--- src/rtl/acc_result_drain_arbiter_pkg.sv ---
// Shared channel indices, FSM encoding and round-robin helper for the result drain arbiter.
package acc_arb_pkg;

  localparam int NUM_CH = 3;

  localparam logic [1:0] CH_FFT = 2'd0;
  localparam logic [1:0] CH_FIR = 2'd1;
  localparam logic [1:0] CH_IIR = 2'd2;

  typedef enum logic [1:0] {
    IDLE = 2'd0,
    REQ  = 2'd1,
    CAP  = 2'd2,
    WR   = 2'd3
  } state_t;

  // Next channel in rotation order, wrapping IIR back to FFT.
  function automatic logic [1:0] next_chan(input logic [1:0] c);
    return (c == CH_IIR) ? CH_FFT : (c + 2'd1);
  endfunction

endpackage

--- src/rtl/acc_result_drain_arbiter_rr_arbiter3.sv ---
// Three-way round-robin pick: first eligible channel at or above the pointer, wrapping.
// Purely combinational; zero latency, no backpressure.
module rr_arbiter3
  import acc_arb_pkg::*;
(
  input  logic [2:0] i_eligible,
  input  logic [1:0] i_ptr,
  output logic       o_grant_valid,
  output logic [1:0] o_grant_idx
);

  logic [1:0] w_c0;
  logic [1:0] w_c1;
  logic [1:0] w_c2;

  assign w_c0 = (i_ptr == 2'd3) ? CH_FFT : i_ptr;
  assign w_c1 = next_chan(w_c0);
  assign w_c2 = next_chan(w_c1);

  always_comb begin
    o_grant_valid = 1'b0;
    o_grant_idx   = CH_FFT;
    if (i_eligible[w_c0]) begin
      o_grant_valid = 1'b1;
      o_grant_idx   = w_c0;
    end else if (i_eligible[w_c1]) begin
      o_grant_valid = 1'b1;
      o_grant_idx   = w_c1;
    end else if (i_eligible[w_c2]) begin
      o_grant_valid = 1'b1;
      o_grant_idx   = w_c2;
    end
  end

endmodule

--- src/rtl/acc_result_drain_arbiter.sv ---
// Drains FFT/FIR/IIR return FIFOs into RAM round-robin in bursts of up to BURST words.
// Three cycles per word (REQ, CAP, WR) plus one IDLE cycle between grants; an empty FIFO ends a burst early.
module acc_result_drain_arbiter
  import acc_arb_pkg::*;
#(
  parameter int DATA_W   = 32,
  parameter int ADDR_W   = 32,
  parameter int CNT_W    = 16,
  parameter int BURST    = 4,
  parameter int ADDR_INC = 1
) (
  input  logic              clk,
  input  logic              reset,
  input  logic              cfg_load,
  input  logic [1:0]        cfg_chan,
  input  logic [ADDR_W-1:0] cfg_addr,
  input  logic [CNT_W-1:0]  cfg_count,
  output logic              cfg_err,
  input  logic              from_fft_empty,
  input  logic              from_fir_empty,
  input  logic              from_iir_empty,
  input  logic [DATA_W-1:0] fft_data_in,
  input  logic [DATA_W-1:0] fir_data_in,
  input  logic [DATA_W-1:0] iir_data_in,
  output logic              fft_get_req,
  output logic              fir_get_req,
  output logic              iir_get_req,
  output logic              ram_write_enable,
  output logic [ADDR_W-1:0] addr,
  output logic [DATA_W-1:0] ram_data_out,
  output logic [2:0]        chan_done,
  output logic              busy
);

  localparam int BEAT_W = $clog2(BURST + 1);
  localparam logic [BEAT_W-1:0] BURST_L = BEAT_W'(BURST);

  state_t              r_state;
  state_t              w_state_nxt;
  logic [1:0]          r_grant;
  logic [1:0]          r_rr;
  logic [BEAT_W-1:0]   r_beat;
  logic [ADDR_W-1:0]   r_addr_ptr [NUM_CH];
  logic [CNT_W-1:0]    r_remaining [NUM_CH];
  logic [2:0]          r_done;
  logic                r_cfg_err;
  logic [ADDR_W-1:0]   r_addr;
  logic [DATA_W-1:0]   r_data;

  logic [2:0]          w_empty;
  logic [2:0]          w_eligible;
  logic                w_gnt_vld;
  logic [1:0]          w_gnt_idx;
  logic [DATA_W-1:0]   w_fifo_data;
  logic                w_cfg_ok;
  logic [CNT_W-1:0]    w_rem_dec;
  logic [BEAT_W-1:0]   w_beat_nxt;
  logic                w_continue;

  assign w_empty = {from_iir_empty, from_fir_empty, from_fft_empty};

  always_comb begin
    for (int i = 0; i < NUM_CH; i++) begin
      w_eligible[i] = (r_remaining[i] != '0) && !w_empty[i];
    end
  end

  rr_arbiter3 u_rr (
    .i_eligible   (w_eligible),
    .i_ptr        (r_rr),
    .o_grant_valid(w_gnt_vld),
    .o_grant_idx  (w_gnt_idx)
  );

  assign w_fifo_data = (r_grant == CH_FIR) ? fir_data_in :
                       (r_grant == CH_IIR) ? iir_data_in : fft_data_in;

  // Rewriting the channel being drained would corrupt its pointer mid-burst.
  assign w_cfg_ok   = (cfg_chan != 2'd3) && !(busy && (cfg_chan == r_grant));
  assign w_rem_dec  = r_remaining[r_grant] - CNT_W'(1);
  assign w_beat_nxt = r_beat + BEAT_W'(1);
  assign w_continue = (w_rem_dec != '0) && (w_beat_nxt < BURST_L) && !w_empty[r_grant];

  always_ff @(posedge clk) begin
    if (reset) r_state <= IDLE;
    else       r_state <= w_state_nxt;
  end

  always_comb begin
    w_state_nxt      = r_state;
    busy             = 1'b0;
    ram_write_enable = 1'b0;
    fft_get_req      = 1'b0;
    fir_get_req      = 1'b0;
    iir_get_req      = 1'b0;
    case (r_state)
      IDLE: if (w_gnt_vld) w_state_nxt = REQ;
      REQ: begin
        busy        = 1'b1;
        fft_get_req = (r_grant == CH_FFT);
        fir_get_req = (r_grant == CH_FIR);
        iir_get_req = (r_grant == CH_IIR);
        w_state_nxt = CAP;
      end
      CAP: begin
        busy        = 1'b1;
        w_state_nxt = WR;
      end
      WR: begin
        busy             = 1'b1;
        ram_write_enable = 1'b1;
        w_state_nxt      = w_continue ? REQ : IDLE;
      end
      default: w_state_nxt = IDLE;
    endcase
  end

  always_ff @(posedge clk) begin
    if (reset) begin
      r_grant   <= CH_FFT;
      r_rr      <= CH_FFT;
      r_beat    <= '0;
      r_done    <= '0;
      r_cfg_err <= 1'b0;
      r_addr    <= '0;
      r_data    <= '0;
      for (int i = 0; i < NUM_CH; i++) begin
        r_addr_ptr[i]  <= '0;
        r_remaining[i] <= '0;
      end
    end else begin
      r_cfg_err <= cfg_load && !w_cfg_ok;
      if (r_state == IDLE && w_gnt_vld) begin
        r_grant <= w_gnt_idx;
        r_beat  <= '0;
      end
      if (r_state == CAP) begin
        r_data <= w_fifo_data;
        r_addr <= r_addr_ptr[r_grant];
      end
      if (r_state == WR) begin
        r_beat <= w_beat_nxt;
        if (!w_continue) r_rr <= next_chan(r_grant);
      end
      for (int i = 0; i < NUM_CH; i++) begin
        if (r_state == WR && r_grant == 2'(i)) begin
          r_addr_ptr[i]  <= r_addr_ptr[i] + ADDR_W'(ADDR_INC);
          r_remaining[i] <= w_rem_dec;
          if (w_rem_dec == '0) r_done[i] <= 1'b1;
        end else if (cfg_load && w_cfg_ok && cfg_chan == 2'(i)) begin
          r_addr_ptr[i]  <= cfg_addr;
          r_remaining[i] <= cfg_count;
          r_done[i]      <= (cfg_count == '0);
        end
      end
    end
  end

  assign cfg_err      = r_cfg_err;
  assign addr         = r_addr;
  assign ram_data_out = r_data;
  assign chan_done    = r_done;

endmodule

--- config.mk ---
export PLATFORM = sky130hd
export DESIGN_NAME = acc_result_drain_arbiter
export DESIGN_NICKNAME = d
export VERILOG_FILES = /design/src/rtl/acc_result_drain_arbiter_pkg.sv /design/src/rtl/acc_result_drain_arbiter_rr_arbiter3.sv /design/src/rtl/acc_result_drain_arbiter.sv
export SDC_FILE = /design/constraint.sdc
export NUM_CORES = 1
export LEC_CHECK = 0
export ABC_AREA = 0
export CAP_MARGIN = 20
export CORE_MARGIN = 2
export CORE_UTILIZATION = 35
export DETAILED_ROUTE_END_ITERATION = 10
export PLACE_DENSITY_LB_ADDON = 0.15
export SETUP_SLACK_MARGIN = 0.3
export SLEW_MARGIN = 40
export SYNTH_ARGS = -nofsm -noshare
export SYNTH_HDL_FRONTEND = slang
export SYNTH_HIERARCHICAL = 1
export SYNTH_SLANG_ARGS = --single-unit
--- constraint.sdc ---
create_clock -name clk -period 7.2 [get_ports clk]
set_input_delay 2.16 -clock clk [delete_from_list [all_inputs] [get_ports clk]]
set_output_delay 2.16 -clock clk [all_outputs]
set_load 0.05 [all_outputs]
# Word-level counts from Yosys, hierarchy flattened
# Memory sizes are Yosys's and may differ from the RTL's. A register that Yosys moved wholly into a read port is not among the register bits.
# Cells that the tools add are included.
# word_totals
elab_cells,167
n_memories,2
in_bits,152
out_inout_bits,73
ramBits,144
ff_bits,45
# memory_table
memory,depth,word_bits,rd,rd_clocked_by_memory_dff,wr,line_no,text
r_addr_ptr,3,32,4,1,3,acc_result_drain_arbiter.sv:43,logic [ADDR_W-1:0] r_addr_ptr [NUM_CH];
r_remaining,3,16,4,1,3,acc_result_drain_arbiter.sv:44,logic [CNT_W-1:0] r_remaining [NUM_CH];
# op_classes
n_reduce_logical,40
n_bitwise,13
eq_ne,16
order_cmp,5
n_addsub,8
muxes,74
# ops
cell,count
32-bit 2-to-1 mux,8
32-bit by 1-bit adder with 32-bit output (second input constant),3
16-bit 2-to-1 mux,6
16-bit nonzero test,4
1-bit 2-to-1 mux,43
16-bit logical NOT,2
2-bit 2-to-1 mux,10
1-bit logical AND,16
16-bit by 1-bit subtractor with 16-bit output (second input constant),1
2-bit equality test (second input constant),7
2-bit by 3-bit < comparator with 1-bit output (second input constant),4
1-bit bitwise OR,12
1-bit binary-select mux with 2-bit select,4
2-bit inequality test (second input constant),4
2-bit one-hot mux with 4 select lines,1
2-bit AND reduction,4
2-bit nonzero test,4
2-bit by 1-bit adder with 2-bit output (second input constant),3
2-bit by 1-bit equality test with 1-bit output (second input constant),3
1-bit logical NOT,6
2-bit logical NOT,3
3-bit 2-to-1 mux,2
3-bit by 1-bit adder with 3-bit output (second input constant),1
3-bit < comparator (second input constant),1
other kinds (4),4

# Logic depth before layout (Yosys ltp)
# depth
depth_word,14
ltp_mapped,13
mapped_depth_nobuf,11

# By module
# The synthesis kept the hierarchy.
# by_module_without_submodules
mod,cells_each,instances,area_per_inst_um2,seq_area_each_um2
acc_result_drain_arbiter,1403,1,13177.6,5905.7
rr_arbiter3,32,1,234.0,0.0

# Worst setup path before layout
# Ideal clock, no wire load.
# synth_timing
kind,input to register
startpoint,input cfg_chan[1]
endpoint,memory r_addr_ptr[2][0] (enable)
stages,7
arrival_time_ns,4.038
slack_ns,2.460
setup_ns,0.702
required_time_ns,6.498
cell_sequence,nor3_1 a21oi_1 a2bb2oi_1 o211ai_1 nor2_1 nand3_1 nand3b_1
# synth_lines
element,line_no,text
from (decl),acc_result_drain_arbiter.sv:15,"input logic [1:0] cfg_chan,"
to (decl),acc_result_drain_arbiter.sv:43,

==> summary.md <==
| Metric | Value |
|---|---|
| Crit path cell chain | clkdlybuf4s50_1, nor3_1, a21oi_1, a2bb2oi_1, o211ai_1, or4b_2, buf_4, a31o_2, buf_4, a211oi_1 |
| Register area share after synthesis | 44.0% |
| Layout cells sized above 1 | 6.36% |
| Status | finished clean |
| Leak | 0.00571 uW |
| Fill cells | 3682 |
| Ys flop type | edfxtp_1 |
| Synth cell types | 62 |
| Final Skew | 0.0160 ns |
| Min cycle time layout | 5.10 ns |
| Grt met2 use | 33.7% |
| R2r setup slk | 3.34 ns |
| Initial antenna violation count | 0 |
| DRC violations left | 0 |
| Crit path max fanout | 40 |
| CTS resizes | 0 |
| Post-Syn Instances | 1435 |
| Chip height | 200 um |
| Flops & latches, synth | 223 |
| Starting density of the core | 35.6% |
| Critical path capture point type | register |
| M3 GR Usage | 3.44% |
| EDFF count, synth | 144 |
| CP startpoint kind | input port |
| Crit path DAT | 5.45 ns |
| Critical path's top delay family | compound AO/OA/AOI/OAI gates |
| CTS Buf Count | 28 |
| Root Buffer | clkbuf_16 |
| Final HPWL DP | 29300 um |
| Grt ovf | 0 |
| Clk_lat worst skew | 0.56 ns |
| Routed via count | 11.5k |
| Hold buffer count at cts | 0 |
| Crit Path Class | in -> reg |
| Worst IR drop on VDD | 0.000185 V |
| Post-synthesis cell area | 0.0134 mm^2 |
| Critical path launch point | cfg_chan[1] |
| Die area | 0.0399 mm^2 |
| Layout area overhead | 27.5% |
| Routed Antenna Nets | 0 |
| Worst Path Buf+Inv | 3 |
| Fin crit share | 70.8% |
| Avg Inst Size Synth | 9.35 um^2 |
| Mapped Nets | 1601 |
| Leading post-synthesis cells by cell area | edfxtp_1 (32%), dfxtp_1 (12%), mux2i_1 (11%) |
| CP peak stage delay | 0.70 ns |
| CTS clk-pin slew, worst paths | 0.06 ns |
| IO buf count | 224 |
| Layout Cells excl Fill | 2146 |
| Setup Buffers After CTS | 0 |
| Most frequent cell on the critical path | buf_4 |
| Reg2reg path depth | 8 |
| CTS sink cnt | 223 |
| CTS tree | built |
| Pwr dens | 283 mW/mm^2 |
| RR Startpoint | r_state[1] |
| Setup TNS | 0 ns |
| First-pass GRT wire length | 63800 um |
| Gr busiest metal | met2 |
| Ant diodes | 0 |
| Max clock buf depth | 3 |
| RSZ-0062 raised after global routing | no |
| Hold WS | 0.487 ns |
| Final Hold Viols | 0 |
| Synth top area share | 32.2% |
| Post-layout net count | 1779 |
| Met1 Use GR | 27.7% |
| H-tree depth | 1 |
| Dpl cells | 2092 |
| Fin. max-slew vios | 0 |
| DRT Pass-1 Iters | 5 |
| WP depth | 10 |
| Detailed Route Iter0 Violations | 842 |
| WL/cell | 19.6 um |
| Final WL | 42000 um |
| Min-delay src | addr[21] |
| Hold WC Path Type | reg -> reg |
| Synth Warn # | 6 |
| Vias in the first global route | 11.0k |
| Worst Max-Slew Pin Slew | 0.844 ns |
| Routability cong. | 0.841 |
| Worst Path Required | 7.56 ns |
| Row count | 71 |
| Crit path to | r_remaining[1][11] |
| Fraction of synthesis flops using an asynchronous set or reset pin | 0% |
| I/O pins | 225 |
| Worst r2r dst | r_addr_ptr[0][12] |
| Largest net degree at the start of global routing | 97 |
| Final Setup Violations | 0 |
| Max_cap viols | 0 |
| Cell taking the most area after synthesis | edfxtp_1 |
| Die Wd | 200 um |
| GRT Total Usage | 20.4% |
| Crit-path slowest cell | or4b_2 |
| Core box area | 0.0377 mm^2 |
| Fmax | 0.196 GHz |
| Max_slew headroom | 43.7% |
| Routed vias/inst | 5.34 |
[worst min-delay path by stage]
stage                      end  slack, ns  depth (start not counted)
2_1_floorplan        r_beat[2]       0.47                          2
3_3_place_gp   ram_data_out[3]       0.47                          2
3_5_place_dp          addr[21]       0.48                          2
4_1_cts               addr[21]       0.50                          2
5_1_grt               addr[24]       0.52                          2
6_report              addr[21]       0.49                          2
[worst min-delay path: cells and delay by family, from the launching register on]
family,cells,cell delay [ns]
and+or+nand+nor,1,0.07
DFF,1,0.32
muxes,1,0.06
[cell usage in the layout (no fill, tap or decap), types with 3 or more instances in the layout]
cell	instances
a211oi_1	75
a21oi_1	60
a22o_1	7
a31oi_1	4
a41oi_1	3
and2_1	5
and3_1	24
and4_1	9
buf_4	20
clkbuf_1	4
clkbuf_16	31
clkbuf_8	6
clkdlybuf4s50_1	223
clkinv_2	8
dfxtp_1	77
edfxtp_1	144
ha_1	13
inv_1	19
mux2_1	6
mux2_4	4
mux2i_1	144
mux2i_2	4
nand2_1	135
nand3_1	45
nand3b_1	3
nand4_1	15
nor2_1	180
nor2b_1	34
nor3_1	14
nor4_1	16
nor4b_1	3
o21a_1	3
o21ai_0	101
o22ai_1	38
or3_1	3
xnor2_1	54
xor2_1	49
[final cells by class]
class / instances / area [um^2] / share of cell area [%]
clock buffers: 41 / 873 / 5.11
repair buffers: 246 / 2440 / 14.3
well taps: 511 / 639 / 3.74
flip-flops and latches: 223 / 5910 / 34.6
clock inverters: 11 / 86.3 / 0.505
multi-input cells: 1094 / 7070 / 41.4
inverters: 20 / 75.1 / 0.439
[layer usage]
| layer | vias to the layer above | part of all wire, % |
|---|---|---|
| li1 | 5588 | - |
| met4 | 0 | 2.1 |
| met2 | 335 | 47 |
| met1 | 5484 | 45 |
| met5 | - | 0 |
| met3 | 56 | 5.7 |
[synthesized netlist by cell type (all sizes together) (20+ instances only)]
cell,instances
mux2i,149
a211oi,75
edfxtp,144
o21ai,101
dfxtp,79
o22ai,38
xor2,49
nand3,47
and3,24
clkbuf,81
nand2,135
inv,20
a21oi,60
nor2,183
nor2b,34
xnor2,54
[metrics by stage]
stage / util (%) / power (uW) / instance area (um^2) / setup WS (ns)
global route: 45.4 / 5070 / 17100 / 1.85
detailed placement: 42.7 / 3410 / 16100 / 1.57
CTS: 45.3 / 4880 / 17100 / 2.06
global placement: 42.6 / 3390 / 16100 / 1.62
finish: 45.4 / 4830 / 17100 / 2.10
floorplan: - / 2870 / 13400 / 2.46
[registers in the layout (all words and copies together) (netlist names), named ones only]
register	count
r_state	2
ram_data_out	32
cfg_err	1
r_remaining	48
addr	32
chan_done	3
r_addr_ptr	96
r_grant	2
r_rr	2
r_beat	3
[where the power goes]
part	internal, uW	switching (uW)
Clock	874	576
Combinational	648	993
Sequential	1570	173
[cell families (layout without fill, tap and decap cells)]
kind of cell / Yosys count / in the layout / share of synthesized area [%]
and+or+nand+nor: 509 / 509 / 17.7
AOI/OAI and AO/OA: 308 / 308 / 14.2
DFF: 223 / 223 / 44.0
muxes: 160 / 160 / 12.4
buffers and inverters: 118 / 318 / 3.63
xor gates and xnor gates: 103 / 103 / 6.73
adders and majority gates: 14 / 14 / 1.31
(Power assumes the default switching activity.)
